--- src/rtl/serial_add_ctrl_pkg.sv ---
// Shared definitions for the bit-serial add/subtract controller:
// FSM state encodings and the bit-counter width helper.
package serial_add_ctrl_pkg;

   typedef logic [1:0] state_t;

   localparam state_t ST_IDLE = 2'd0;
   localparam state_t ST_RUN  = 2'd1;
   localparam state_t ST_DONE = 2'd2;

   // The counter only has to reach WIDTH-1, so clog2(WIDTH) bits are enough.
   function automatic int cnt_width(input int width);
      return $clog2(width);
   endfunction

endpackage

--- src/rtl/serial_add_ctrl_if.sv ---
// Command/result bundle between the pin mapping (master) and the
// serial add/subtract controller (slave).
interface serial_add_ctrl_if #(
   parameter int WIDTH = 8
);
   import serial_add_ctrl_pkg::*;

   // start is a one-sided strobe taken only while the slave is idle; sub, op_a
   // and op_b are sampled on that same edge. busy marks the bit-serial run, and
   // done pulses for one cycle when sum/cout/ovf become valid; they hold until
   // the next accepted start.
   logic             start;
   logic             sub;
   logic [WIDTH-1:0] op_a;
   logic [WIDTH-1:0] op_b;
   logic             busy;
   logic             done;
   logic [WIDTH-1:0] sum;
   logic             cout;
   logic             ovf;
   state_t           state;

   modport master (
      output start, sub, op_a, op_b,
      input  busy, done, sum, cout, ovf, state
   );

   modport slave (
      input  start, sub, op_a, op_b,
      output busy, done, sum, cout, ovf, state
   );

endinterface

--- src/rtl/serial_add_ctrl_bit_full_adder.sv ---
// Single-bit full adder cell; the only arithmetic in the serial controller.
module bit_full_adder (
   input  logic a,
   input  logic b,
   input  logic cin,
   output logic s,
   output logic cout
);

   assign s    = a ^ b ^ cin;
   assign cout = (a & b) | (a & cin) | (b & cin);

endmodule

--- src/rtl/serial_add_ctrl.sv ---
// Bit-serial add/subtract controller: one full-adder cell stepped LSB first
// over WIDTH cycles, with a registered carry linking consecutive bits.
module serial_add_ctrl
   import serial_add_ctrl_pkg::*;
#(
   parameter int WIDTH = 8
) (
   input logic              clk,
   input logic              rst,
   serial_add_ctrl_if.slave bus
);

   localparam int CW = cnt_width(WIDTH);
   localparam logic [CW-1:0] LAST_STEP = CW'(WIDTH - 1);
   localparam logic [CW-1:0] MSB_STEP  = CW'(WIDTH - 2);

   state_t           state_q;
   logic [WIDTH-1:0] shift_a;
   logic [WIDTH-1:0] shift_b;
   logic [WIDTH-1:0] sum_q;
   logic [CW-1:0]    count;
   logic             carry;
   logic             c_msb_in;
   logic             cout_q;
   logic             ovf_q;
   logic             fa_s;
   logic             fa_c;

   bit_full_adder u_fa (
      .a    (shift_a[0]),
      .b    (shift_b[0]),
      .cin  (carry),
      .s    (fa_s),
      .cout (fa_c)
   );

   always_ff @(posedge clk) begin
      if (rst) begin
         state_q  <= ST_IDLE;
         shift_a  <= '0;
         shift_b  <= '0;
         sum_q    <= '0;
         count    <= '0;
         carry    <= 1'b0;
         c_msb_in <= 1'b0;
         cout_q   <= 1'b0;
         ovf_q    <= 1'b0;
      end else begin
         case (state_q)
            ST_IDLE: begin
               if (bus.start) begin
                  // Subtraction is A + ~B + 1: invert B and seed the carry.
                  shift_a <= bus.op_a;
                  shift_b <= bus.op_b ^ {WIDTH{bus.sub}};
                  carry   <= bus.sub;
                  count   <= '0;
                  sum_q   <= '0;
                  state_q <= ST_RUN;
               end
            end
            ST_RUN: begin
               sum_q   <= {fa_s, sum_q[WIDTH-1:1]};
               shift_a <= shift_a >> 1;
               shift_b <= shift_b >> 1;
               carry   <= fa_c;
               count   <= count + 1'b1;
               // Carry produced by bit WIDTH-2 is the carry into the sign bit.
               if (count == MSB_STEP) begin
                  c_msb_in <= fa_c;
               end
               if (count == LAST_STEP) begin
                  cout_q  <= fa_c;
                  ovf_q   <= fa_c ^ c_msb_in;
                  state_q <= ST_DONE;
               end
            end
            ST_DONE: begin
               state_q <= ST_IDLE;
            end
            default: begin
               state_q <= ST_IDLE;
            end
         endcase
      end
   end

   assign bus.busy  = (state_q == ST_RUN);
   assign bus.done  = (state_q == ST_DONE);
   assign bus.sum   = sum_q;
   assign bus.cout  = cout_q;
   assign bus.ovf   = ovf_q;
   assign bus.state = state_q;

endmodule

--- src/flat_wrapper.sv ---
// flat-port wrapper written by rule: the top's interface ports become plain ports
module serial_add_ctrl_flat import serial_add_ctrl_pkg::*;
#(
   parameter int WIDTH = 8
)
  (clk, rst, bus_start, bus_sub, bus_op_a, bus_op_b, bus_busy, bus_done, bus_sum, bus_cout, bus_ovf, bus_state);
  serial_add_ctrl_if #(.WIDTH(WIDTH)) bus_i ();
  input logic clk;
  input logic rst;
  input wire logic [$bits(bus_i.start)-1:0] bus_start;
  input wire logic [$bits(bus_i.sub)-1:0] bus_sub;
  input wire logic [$bits(bus_i.op_a)-1:0] bus_op_a;
  input wire logic [$bits(bus_i.op_b)-1:0] bus_op_b;
  output wire logic [$bits(bus_i.busy)-1:0] bus_busy;
  output wire logic [$bits(bus_i.done)-1:0] bus_done;
  output wire logic [$bits(bus_i.sum)-1:0] bus_sum;
  output wire logic [$bits(bus_i.cout)-1:0] bus_cout;
  output wire logic [$bits(bus_i.ovf)-1:0] bus_ovf;
  output wire logic [$bits(bus_i.state)-1:0] bus_state;
  assign bus_i.start = bus_start;
  assign bus_i.sub = bus_sub;
  assign bus_i.op_a = bus_op_a;
  assign bus_i.op_b = bus_op_b;
  assign bus_busy = bus_i.busy;
  assign bus_done = bus_i.done;
  assign bus_sum = bus_i.sum;
  assign bus_cout = bus_i.cout;
  assign bus_ovf = bus_i.ovf;
  assign bus_state = bus_i.state;
  serial_add_ctrl #(.WIDTH(WIDTH)) u_core (.clk(clk), .rst(rst), .bus(bus_i));
endmodule
--- config.mk ---
export PLATFORM = sky130hd
export DESIGN_NAME = serial_add_ctrl_flat
export DESIGN_NICKNAME = d
export VERILOG_FILES = /design/src/rtl/serial_add_ctrl_pkg.sv /design/src/rtl/serial_add_ctrl_if.sv /design/src/rtl/serial_add_ctrl_bit_full_adder.sv /design/src/rtl/serial_add_ctrl.sv /design/src/flat_wrapper.sv
export SDC_FILE = /design/constraint.sdc
export NUM_CORES = 1
export LEC_CHECK = 0
export CORE_MARGIN = 1.5
export CORE_UTILIZATION = 45
export CTS_BUF_LIST = sky130_fd_sc_hd__clkbuf_2
export DETAILED_ROUTE_END_ITERATION = 10
export GPL_TIMING_DRIVEN = 0
export HOLD_SLACK_MARGIN = 0.05
export PLACE_DENSITY_LB_ADDON = 0.12
export SETUP_SLACK_MARGIN = 0.3
export SLEW_MARGIN = 20
export SYNTH_ARGS = -nofsm -noshare
export SYNTH_HDL_FRONTEND = slang
export SYNTH_HIERARCHICAL = 1
export SYNTH_SLANG_ARGS = --single-unit
--- constraint.sdc ---
create_clock -name clk -period 1.32 [get_ports clk]
set_input_delay 0.33 -clock clk [delete_from_list [all_inputs] [get_ports clk]]
set_output_delay 0.33 -clock clk [all_outputs]
set_load 0.05 [all_outputs]
---- Yosys cells after proc, flatten, opt, wreduce, memory -nomap -nowiden ----
Index checks and enable logic that the tools add are counted.
storage, ports and cells
  register bits ........................... 33
  latch bits .............................. 0
  memory bits (writable) .................. 0
  ROM bits ................................ 0
  input port bits ......................... 20
  output and inout port bits .............. 14
  word-level logic and storage cells ...... 44
  memories kept ........................... 0
cells by class
  $add $sub $neg .......................... 1
  multiply operators ...................... 0
  divide/modulo/power cells ............... 0
  $lt $le $gt $ge ......................... 0
  equality and inequality tests ........... 6
  shift operators ......................... 0
  multiplexer cells ....................... 13
  bitwise logic cells ..................... 9
  reduce and logical (&&, ||, !) cells .... 6
operator list
  cell                   count
  $pmux W8 S2            3
  $mux W8                3
  $reduce_and A2 Y1      4
  $xor A8 B8 Y8          1
  $eq A3 B3 Y1 const B   2
  $pmux W3 S2            1
  $mux W2                2
  $pmux W2 S2            1
  $add A3 B1 Y3 const B  1
  $and A1 B1 Y1          3
  $mux W3                1
  $xor A1 B1 Y1          3
  $eq A2 B1 Y1 const B   1
  $eq A2 B2 Y1 const B   1
  $logic_not A2 Y1       1
  $ne A2 B1 Y1 const B   1
  $ne A2 B2 Y1 const B   1
  $or A1 B1 Y1           2
  $pmux W1 S2            1
  $reduce_bool A2 Y1     1
  $mux W1                1

---- Logic depth before layout (Yosys ltp) ----
  word-level depth ........................ 4
  depth in mapped cells ................... 6
  gate-level depth less buffers ........... 5

---- By module ----
The synthesis kept the hierarchy.
by module, submodules not included
  module           instances  cells an instance  area each (um^2)  seq. area each (um^2)
  serial_add_ctrl  1          165                1531.5            660.6
  bit_full_adder   1          1                  20.0              0.0

---- Worst setup path after synthesis ----
No wires, ideal clock.
  path kind ............................... flip-flop to output port
  start ................................... register u_core.state_q[1], in the netlist u_core/bus.state[1]
  end ..................................... output bus_done
  data arrival time ....................... 1893 ps
  data required time ...................... 990 ps
  setup slack ............................. -903 ps
  cell stages (with the launch flop) ...... 4
  buffers on the path ..................... 2
  cell sequence ........................... dfxtp_1 -> buf_2 -> clkbuf_1 -> nor2b_1
on the way
  cells in the longest elaborated chain, start to end .. 1
RTL lines
  what                    line                   source
  from (decl)             serial_add_ctrl.sv:17  state_t state_q;
  from (signal assigned)  serial_add_ctrl.sv:39  state_q <= ST_IDLE;
  from (signal assigned)  serial_add_ctrl.sv:58  state_q <= ST_RUN;
  from (signal assigned)  serial_add_ctrl.sv:74  state_q <= ST_DONE;
  $eq A2 B2 Y1            serial_add_ctrl.sv:88  assign bus.done = (state_q == ST_DONE);
  to (decl)               flat_wrapper.sv:15     output wire logic [$bits(bus_i.done)-1:0] bus_done;
No other way between the ends.

---- Worst setup path in the final report ----
  start ................................... register u_core.state_q[1], in the netlist u_core/bus.state[1]
  end ..................................... output bus_busy
on the way
  cells in the longest elaborated chain, start to end .. 1
RTL lines
  what          line                   source
  $eq A2 B1 Y1  serial_add_ctrl.sv:87  assign bus.busy = (state_q == ST_RUN);
  to (decl)     flat_wrapper.sv:14     output wire logic [$bits(bus_i.busy)-1:0] bus_busy;
No other way between the ends.

==> flow_summary.toml <==
[clock_tree]
htree_levels = 2
clockRootBuffer = "clkbuf_2"
clk_path_buf_depth = 2
cts_buffers = 5
worstSkewPairLatency_ns = 0.37
path_clk_slew_ns = 0.18
clock-sinks = 33
cts_tree = "done"
cts_hold_buf = 0

[grt]
grt_util_all_layers_pct = 23.77
antenna_found_initial = 0
grt_overflow_total = 0
grt_max_degree = 11
grt_pass1_wl_um = 6479
grt_pass1_vias = 1437

[routing]
drtIter0Drc = 64
ant_nets = 0
dr.pass1.iters = 4
finalWirelength_um = 4236
vias_per_cell = 5.343
wl_met3_um = 163
drc = 0
vias = 1496
routed.top_layer = "met4"
met2_length_um = 2278
avgRoutedWirePerCell_um = 15.13
wirelength_met1_um = 1758

[timing]
rsz0062_at_grt = "true"
whs_ns = 0.1296
report.final.slew_viol_count = 0
slew_headroom_pct = 61.67
max_freq_mhz = 603.2
fin_ws_ns = -0.3378
skew_ns = 0.01900
finalSetupViolations = 36
hold_violations = 0
post-route-period-util_pct = 125.6
fin_crit_ns = 1.658
tightest_slew_ns = 0.5750
final.setup.tns_ns = -5.487

[pwr]
ir_drop_mv = 0.6202
p_per_area_nw_per_um2 = 788.8
p_leak_nw = 1.026
power_mw = 2.060

[logic_synthesis]
synth_top_family_by_area = "compound AO/OA/AOI/OAI gates"
synthAdderAreaFrac_pct = 3.710
ys.flop_type = "dfxtp_1"
syn_area_um2 = 1551
synth_xor_area_share_pct = 5.081
synthMuxAreaShare_pct = 1.371
ys_ff_latch = 33
async_reset_ff_share_pct = 0
syn_inst = 166
synth_compound_area_share_pct = 21.13
synth-warning-count = 6
avgSynthCellArea_um2 = 9.346
synth.top_cell.area_share_pct = 42.58
ys_top_cells_by_area = "dfxtp_1 43%, a22oi_1 8.2%, o22ai_2 5.6%, nor2_1 5.3%, or3b_1 4.5%"
synthDistinctLibCells = 33
ys_seq_area_share_pct = 42.58
synth_simple_gate_area_share_pct = 20.16
synth.largest_area_cell = "dfxtp_1"
synth-edff-count = 0
syn-num-nets = 190

[floorplanning]
die_w_um = 61.72
initial_utilization_pct = 46.86
core_um2 = 3311
dieArea_um2 = 3809
io_pins = 34
die_y_um = 61.72
placement_rows = 21

[finish]
syn_to_final_growth_pct = 68.31
final_layout_size_suffix_gt1_share_pct = 52.56
antenna_cells = 0
fill_cells = 215
fin_area_um2 = 2611
fin_util_pct = 78.87
nets = 257

[hold_path]
hold_path_class = "input pin to flip-flop"
min_path_cells = 2
hold_start = "rst"
hold_end = "u_core/shift_b[7]$_SDFFE_PP0P_"

[critical_path]
start_kind = "flip-flop"
worstSetupEndpointType = "output port"
path_class = "flip-flop to output port"
regToRegStartpoint = "u_core/bus.state[1]$_SDFFE_PP0P_"
crit_required_ns = 0.99
r2r_setup_slack_ns = -0.24
timing.rr.end = "u_core/bus.sum[6]$_SDFFE_PP0P_"
reg2regPathDepth = 8
cp.arrival_ns = 1.33
path_max_fanout = 3

[status]
status = "complete, but fails checks"
violations = "negative setup slack"

[place]
finalWeightedCongestion = 0.7621
hpwl_um = 2433
portBuffers = 31
placed_area_um2 = 2057

[run]
maxCapViolCount = 0
[power breakdown]
part | total (mW) | internal, mW | leakage (nW) | switching [mW]
logic | 0.513 | 0.271 | 0.721 | 0.242
clock network | 0.456 | 0.116 | 0.0278 | 0.341
registers | 1.09 | 1.05 | 0.278 | 0.0424
[cells by family after synthesis]
group                    after synthesis
XOR/XNOR                               9
AND/OR/NAND/NOR                       59
buffers and inverters                 17
adder cells (fa/ha/maj)                4
multiplexers                           2
AO/OA/AOI/OAI                         42
flip-flops                            33
[cells in the mapped netlist, types with 3 or more instances]
| master | n |
|---|---|
| a21oi_1 | 10 |
| a22oi_1 | 17 |
| buf_6 | 3 |
| clkbuf_1 | 8 |
| dfxtp_1 | 33 |
| ha_1 | 3 |
| nand2_1 | 4 |
| nand2b_1 | 9 |
| nor2_1 | 22 |
| nor3_1 | 10 |
| o22ai_2 | 7 |
| or3b_1 | 8 |
| xnor2_1 | 7 |
[state kept, by name (all words and copies together) (netlist names), 2 cells and up]
| name | flops |
|---|---|
| u_core/bus.state | 2 |
| u_core/bus.sum | 8 |
| u_core/count | 3 |
| u_core/shift_a | 8 |
| u_core/shift_b | 8 |
[worst max path at each step]
stage                                          start        to  slack [ns]
detailed placement  u_core/bus.state[1]$_SDFFE_PP0P_  bus_busy       -0.70
global placement    u_core/bus.state[1]$_SDFFE_PP0P_  bus_busy       -0.68
CTS                 u_core/bus.state[1]$_SDFFE_PP0P_  bus_busy       -0.34
floorplan           u_core/bus.state[1]$_SDFFE_PP0P_  bus_done       -0.04
global route        u_core/bus.state[1]$_SDFFE_PP0P_  bus_busy       -0.39
finish              u_core/bus.state[1]$_SDFFE_PP0P_  bus_busy       -0.34
[area by class of cell]
| type | instances | area [µm²] | area share, % |
|---|---|---|---|
| Buffer | 14 | 170.2 | 6.517 |
| Clock buffer | 5 | 25.02 | 0.9583 |
| Clock inverter | 3 | 12.51 | 0.4792 |
| Inverter | 3 | 18.77 | 0.7187 |
| Multi-Input combinational cell | 117 | 1025 | 39.24 |
| Sequential cell | 33 | 685.7 | 26.26 |
| Tap cell | 46 | 57.56 | 2.204 |
| Timing Repair Buffer | 59 | 616.8 | 23.62 |
[per-stage QoR]
stage	instances	setup slack, ns
after CTS	276	-0.3444
after global routing	280	-0.3886
after detailed placement	243	-0.6964
after floorplan	166	-0.03650
final	280	-0.3378
after global placement	243	-0.6803
[critical path, stage by stage, from the launching register on]
cell and delay (ns):
dfxtp_4 0.38, buf_6 0.12, nand2b_4 0.17, inv_8 0.06, buf_12 0.09, buf_12 0.12
[cell usage in the layout (no fill, tap or decap), types with 3 or more instances in the layout]
master           netlist  layout
a21oi_1               10      10
a22oi_1               17       3
a22oi_2                0      14
buf_4                  1      21
buf_6                  3      11
buf_8                  0      14
clkbuf_2               0       6
clkbuf_8               0       3
clkdlybuf4s50_1        0      16
dfxtp_1               33      17
dfxtp_2                0      14
nand2_1                4       4
nand2b_1               9       7
nor2_1                22      17
nor2_2                 0       4
nor3_1                10       6
nor3_2                 0       4
o22ai_2                7       7
or3b_1                 8       8
xnor2_1                7       7
[metal layers]
metal | track usage, % | vias to the layer above
li1 | - | 718
met1 | 28.39 | 732
met2 | 39.85 | 42
met3 | 7.246 | 4
met4 | 9.726 | 0
met5 | 0 | -
[timing repair]
item | in CTS | in global routing
setup buffers | 23 | 3
gates cloned | 2 | 1
hold endpoints to repair | 0 | 0
pin swaps | 13 | 5
setup endpoints to repair | 47 | 47
gates resized for setup | 150 | 21
Note: power is estimated with default switching activity, not from simulation.
